==> config.mk <==
export PLATFORM = sky130hd
export DESIGN_NAME = step_conditioner
export DESIGN_NICKNAME = d
export VERILOG_FILES = /design/src/rtl/step_conditioner.sv
export SDC_FILE = /design/constraint.sdc
export NUM_CORES = 1
export LEC_CHECK = 0
export ABC_AREA = 1
export CAP_MARGIN = 20
export CELL_PAD_IN_SITES_DETAIL_PLACEMENT = 0
export CELL_PAD_IN_SITES_GLOBAL_PLACEMENT = 1
export CORE_AREA = 2 2 77 79
export DETAILED_ROUTE_END_ITERATION = 10
export DIE_AREA = 0 0 79 81
export PLACE_DENSITY = 0.71
export SYNTH_ARGS = -nofsm -noshare
export SYNTH_HDL_FRONTEND = slang
export SYNTH_SLANG_ARGS = --single-unit
==> constraint.sdc <==
create_clock -name clock -period 2 [get_ports clock]
set_input_delay 0.3 -clock clock [delete_from_list [all_inputs] [get_ports clock]]
set_output_delay 0.3 -clock clock [all_outputs]
set_load 0.1 [all_outputs]
==> src/rtl/step_conditioner.sv <==
// step_conditioner: synchronise and debounce a pushbutton into one-cycle step pulses with a captured w bit
// Ports:
//   clock, reset      board clock, asynchronous active-high reset
//   key_n, w_raw      raw active-low pushbutton and raw w switch (asynchronous)
//   step              one-cycle pulse per accepted press
//   w_out             synchronised w captured when step rises, held until the next step
//   step_count        accepted presses modulo 256
//   db_state          debounce state: 0 idle, 1 press wait, 2 pressed, 3 release wait
module step_conditioner #(
  parameter int DEBOUNCE_CYCLES = 1000000,
  parameter int CNT_W = 20
) (
  input  logic       clock,
  input  logic       reset,
  input  logic       key_n,
  input  logic       w_raw,
  output logic       step,
  output logic       w_out,
  output logic [7:0] step_count,
  output logic [1:0] db_state
);
  typedef enum logic [1:0] {IDLE = 2'd0, PRESS_WAIT = 2'd1, PRESSED = 2'd2, RELEASE_WAIT = 2'd3} state_t;
  localparam logic [CNT_W-1:0] CNT_LAST = CNT_W'(DEBOUNCE_CYCLES - 1);
  logic key_meta_q, key_s_q, w_meta_q, w_s_q;
  state_t state_q, state_d;
  logic [CNT_W-1:0] cnt_q, cnt_d;
  logic step_q, step_d, w_out_q, w_out_d;
  logic [7:0] count_q, count_d;
  always_ff @(posedge clock or posedge reset) begin
    if (reset) begin
      key_meta_q <= 1'b1;
      key_s_q    <= 1'b1;
      w_meta_q   <= 1'b0;
      w_s_q      <= 1'b0;
      state_q    <= IDLE;
      cnt_q      <= '0;
      step_q     <= 1'b0;
      w_out_q    <= 1'b0;
      count_q    <= '0;
    end else begin
      key_meta_q <= key_n;
      key_s_q    <= key_meta_q;
      w_meta_q   <= w_raw;
      w_s_q      <= w_meta_q;
      state_q    <= state_d;
      cnt_q      <= cnt_d;
      step_q     <= step_d;
      w_out_q    <= w_out_d;
      count_q    <= count_d;
    end
  end
  // Each wait state counts consecutive agreeing samples; one disagreeing sample falls back.
  always_comb begin
    state_d = state_q;
    cnt_d   = cnt_q;
    step_d  = 1'b0;
    w_out_d = w_out_q;
    count_d = count_q;
    case (state_q)
      IDLE: if (!key_s_q) begin
        state_d = PRESS_WAIT;
        cnt_d   = '0;
      end
      PRESS_WAIT: if (key_s_q) state_d = IDLE;
        else if (cnt_q == CNT_LAST) begin
          state_d = PRESSED;
          step_d  = 1'b1;
          w_out_d = w_s_q;
          count_d = count_q + 8'd1;
        end else cnt_d = cnt_q + CNT_W'(1);
      PRESSED: if (key_s_q) begin
        state_d = RELEASE_WAIT;
        cnt_d   = '0;
      end
      RELEASE_WAIT: if (!key_s_q) state_d = PRESSED;
        else if (cnt_q == CNT_LAST) state_d = IDLE;
        else cnt_d = cnt_q + CNT_W'(1);
      default: state_d = IDLE;
    endcase
  end
  assign step       = step_q;
  assign w_out      = w_out_q;
  assign step_count = count_q;
  assign db_state   = state_q;
endmodule

* After elaboration in Yosys (flattened, before gate mapping)
Cells that the tools add are included.
Storage, ports and cells: register bits after elaboration 36, input port bits 4, output and inout port bits 12
Operators by class: add/sub/neg operators 2, bitwise gates (word level) 1, reduce and logical (&&, ||, !) cells 4, equal/unequal tests 10, mux-type cells 16
Operators with widths (count):
- 20-bit two-way mux | 5
- 20-bit case mux with 4 select lines | 1
- 20-bit by 1-bit adder with 20-bit output, second input constant | 1
- 20-bit equality test, second input constant | 1
- 2-bit two-way mux | 6
- 8-bit by 1-bit adder with 8-bit output, second input constant | 1
- 2-bit != test, second input constant | 4
- 2-bit case mux with 4 select lines | 1
- 4-bit AND reduction | 2
- 3-bit != test, second input constant | 2
- 2-bit equality test, second input constant | 2
- 1-bit two-way mux | 3
- 3-bit AND reduction | 1
- 2-bit by 1-bit equality test with 1-bit output, second input constant | 1
- 2-bit logical NOT | 1
- 1-bit inverter | 1

* Depth between registers and ports, before layout
depth after elaboration 4, mapped depth 10, mapped depth without buffers 10

* Worst setup path before layout
OpenSTA, ideal clock, no wires.
path kind register to register, start register state_q[0] (netlist: db_state[0]), end register count_q[3] (netlist: step_count[3]), library setup time 0.120 ns, cell stages (with the launch flop) 6, required time 1.880 ns, data arrival time 1.949 ns, period minus slack after synthesis 2.069 ns, buffers on the path 0, setup slack -0.069 ns, path through dfrtp_1 -> inv_1 -> nor2_2 -> nand4_2 -> nand2_1 -> nand2_1
On the way: cells in the longest elaborated chain, start to end 2
RTL lines:
- start: declaration | RTL line 25 | state_t state_q, state_d;
- start signal: assignment | RTL line 45 | state_q <= state_d;
- 2-bit by 1-bit equality test with 1-bit output | RTL line 59 | case (state_q)
- 3-bit AND reduction (no line)
- end signal: assignment | RTL line 49 | count_q <= count_d;
- end: declaration | RTL line 28 | logic [7:0] count_q, count_d;
No other way between the ends. A chain may end at the register's enable or synchronous reset.

* Worst setup path after layout
start register cnt_q[0], end register cnt_q[5]
On the way: cells in the longest elaborated chain, start to end 4
RTL lines:
- start: declaration | RTL line 26 | logic [CNT_W-1:0] cnt_q, cnt_d;
- start signal: assignment | RTL line 46 | cnt_q <= cnt_d;
- 20-bit by 1-bit adder with 20-bit output or 20-bit equality test (tied branches)
- 20-bit two-way mux (*) | RTL line 65, 76
- 20-bit two-way mux, on equally long branches | RTL line 75, 64
- 20-bit case mux with 4 select lines (*) | RTL line 59
Every way passes the cells marked *; elsewhere a longest branch is shown, timed or not. The select of a mux whose other input is x is not followed.

==> impl_metrics.py <==
metrics = {
    "outcome": {
        "status": "completed",
    },
    "route": {
        "vias_per_cell": 4.626,
        "ant_nets": 0,
        "drtPass1Iterations": 4,
        "drcViolationCount": 0,
        "dr.first_iter.drc_count": 77,
        "wirelength_um": 4649,
        "post_drt_wl_per_cell_um": 12.17,
        "vias": 1767,
    },
    "clock_tree": {
        "clk_pin_slew_ns": 0.08,
        "clock_path_buffers": 2,
        "cts_sinks": 36,
        "cts-root-buf": "clkbuf_8",
        "ctsHtreeMaxLevel": 2,
        "postCtsHoldBufs": 0,
        "cts_tree": "built",
        "worst_skew_pair.late_latency_ns": 0.29,
        "postCtsSetupRepairBufs": 0,
        "cts_resized": 0,
        "cts_buffers": 5,
    },
    "critical_path": {
        "worstSetupPathType": "flop to flop",
        "cp-start-kind": "flop",
        "cp_max_fo": 6,
        "cp.required_ns": 2.18,
        "cp.arrival_ns": 1.94,
        "cp-end-kind": "flop",
    },
    "floorplan": {
        "start_util": 0.3772,
        "core-area_mm2": 0.005675,
        "dieHeight_um": 81,
        "placementRows": 28,
        "ioPinCount": 16,
        "die_area_mm2": 0.006399,
        "die_w_um": 79,
    },
    "sta": {
        "grt_setup_unrepaired": "no",
        "post-route-period-util": 0.8821,
        "period_needed_ns": 1.764,
        "tns_ns": 0,
        "max_freq_mhz": 566.8,
        "slew_viol_final": 0,
        "skew_ns": 0.009084,
        "worstMarginPinSlew_ns": 0.4222,
        "hold_viol_final": 0,
        "relSlewSlack": 0.7164,
        "setup_viol": 0,
    },
    "hold_path": {
        "min_path_type": "input pin to asynchronous set/reset pin",
    },
    "finish": {
        "syn_to_final_growth_pct": 16.36,
        "drive_above_1_share": 0.1759,
        "final_cell_mix": "nand2_1, nor2_1, dfrtp_1",
        "final_common_cell": "nand2_1",
        "fin_cells": 382,
        "fin_util": 0.4389,
        "diodes": 0,
        "num-fill-cells": 619,
        "nets": 312,
    },
    "place": {
        "dp_cells": 374,
        "gp_congestion": 0.7974,
        "io_buffers": 15,
        "hpwl_um": 3563,
    },
    "synth": {
        "ys_seq_area_frac": 0.4220,
        "synthTopCellsByArea": "dfrtp_1, nand2_1, o21ai_2",
        "mappedNetlistNets": 286,
        "avgSynthCellArea_um2": 7.646,
        "synth_seq_cells": 36,
        "yosys.area.top_type": "dfrtp_1",
        "synth_top_area_share": 0.3974,
        "yosys_warnings": 0,
        "synthCells": 280,
        "ys_types": 24,
        "syn_area_mm2": 0.002141,
    },
    "global_routing": {
        "grt-ovfl-total": 0,
        "grt_first_pass_wirelength_um": 7872,
        "grt_antenna_before_repair": 0,
        "grt_max_degree": 20,
        "track_usage": 0.1595,
        "grt_pass1_vias": 1570,
    },
    "job": {
        "maxCapViolations": 0,
    },
    "power_and_ir_drop": {
        "p_leak_nw": 1.153,
        "irDropWorstVdd_mv": 0.2477,
        "p_per_area_mw_per_mm2": 596.3,
        "finalPower_w": 0.001485,
    },
}
-- logic make-up (layout without fill, tap and decap cells) --
group,after synthesis,in the layout,synth area share
compound gates,18,18,0.07130
xor+xnor,18,18,0.07364
flops,36,36,0.4220
fa+ha+maj,2,2,0.01169
simple gates,173,173,0.3513
buf+inv,33,60,0.07014
-- final timing paths --
path,from,endpoint,slack (ns),cells after the start
worst max-delay path,cnt_q[0],cnt_q[5],0.24,7
worst max register to register,cnt_q[0],cnt_q[5],0.24,7
worst min-delay path,reset,step_count[4],0.34,3
worst min register to register,w_meta_q,w_s_q,0.36,0
min in group clock,w_meta_q,w_s_q,0.36,0
max in group asynchronous,reset,key_meta_q,1.40,3
-- through the flow --
stage / setup slack (ns) / cell area [um2] / hold slack, ns
floorplan: 0.1573 / 2142 / 0.3045
global placement: 0.2635 / 2384 / 0.3328
detailed placement: 0.2317 / 2384 / 0.3457
CTS: 0.2125 / 2491 / 0.3432
global route: 0.01431 / 2491 / 0.3658
finish: 0.2357 / 2491 / 0.3352
-- per-layer routing --
metal,wire length [um],vias up,GRT usage,share of wire
li1,-,935,-,-
met1,2347,805,0.2289,0.50
met2,2120,22,0.2407,0.46
met3,113,5,0.03333,0.024
met4,68,0,0.05172,0.015
met5,0,-,0,0
-- cell usage after synthesis, drive strengths merged --
cell	instances
buf	2
o21bai	1
nor3	6
and2	2
nor2	37
xor2	11
nand2	94
a21oi	1
inv	30
clkbuf	1
dfrtp	34
dfstp	2
ha	2
nand4	6
nor4	1
o21ai	16
xnor2	7
nand3	27
-- critical path: stages (launching register included) --
cell,delay [ns]
dfrtp_1,0.45
ha_1,0.31
nand2_2,0.14
inv_1,0.10
nand3_1,0.10
nand2_1,0.25
buf_4,0.24
o21ai_2,0.06
-- area by class of cell --
cell class                      count  area, um2  area share
Multi-Input combinational cell    211       1087      0.4365
Timing Repair Buffer               22      185.2     0.07433
Inverter                           30      112.6     0.04520
Sequential cell                    36      904.6      0.3631
Clock inverter                      2      35.03     0.01406
Clock buffer                        6      72.57     0.02913
Tap cell                           75      93.84     0.03767
-- flip-flops by register name (all words and copies together) (netlist names), named ones only --
register    cells
db_state        1
w_s_q           1
cnt_q          20
key_s_q         1
step            1
w_out           1
w_meta_q        1
key_meta_q      1
step_count      8
-- report_power, final --
part / internal [W] / switching (W) / total [W] / leakage, nW
Sequential: 0.000742 / 0.0000162 / 0.000758 / 0.486
Clock: 0.000370 / 0.000271 / 0.000641 / 0.0552
Combinational: 0.0000288 / 0.0000573 / 0.0000861 / 0.612
Note: power is estimated with default switching activity, not from simulation.
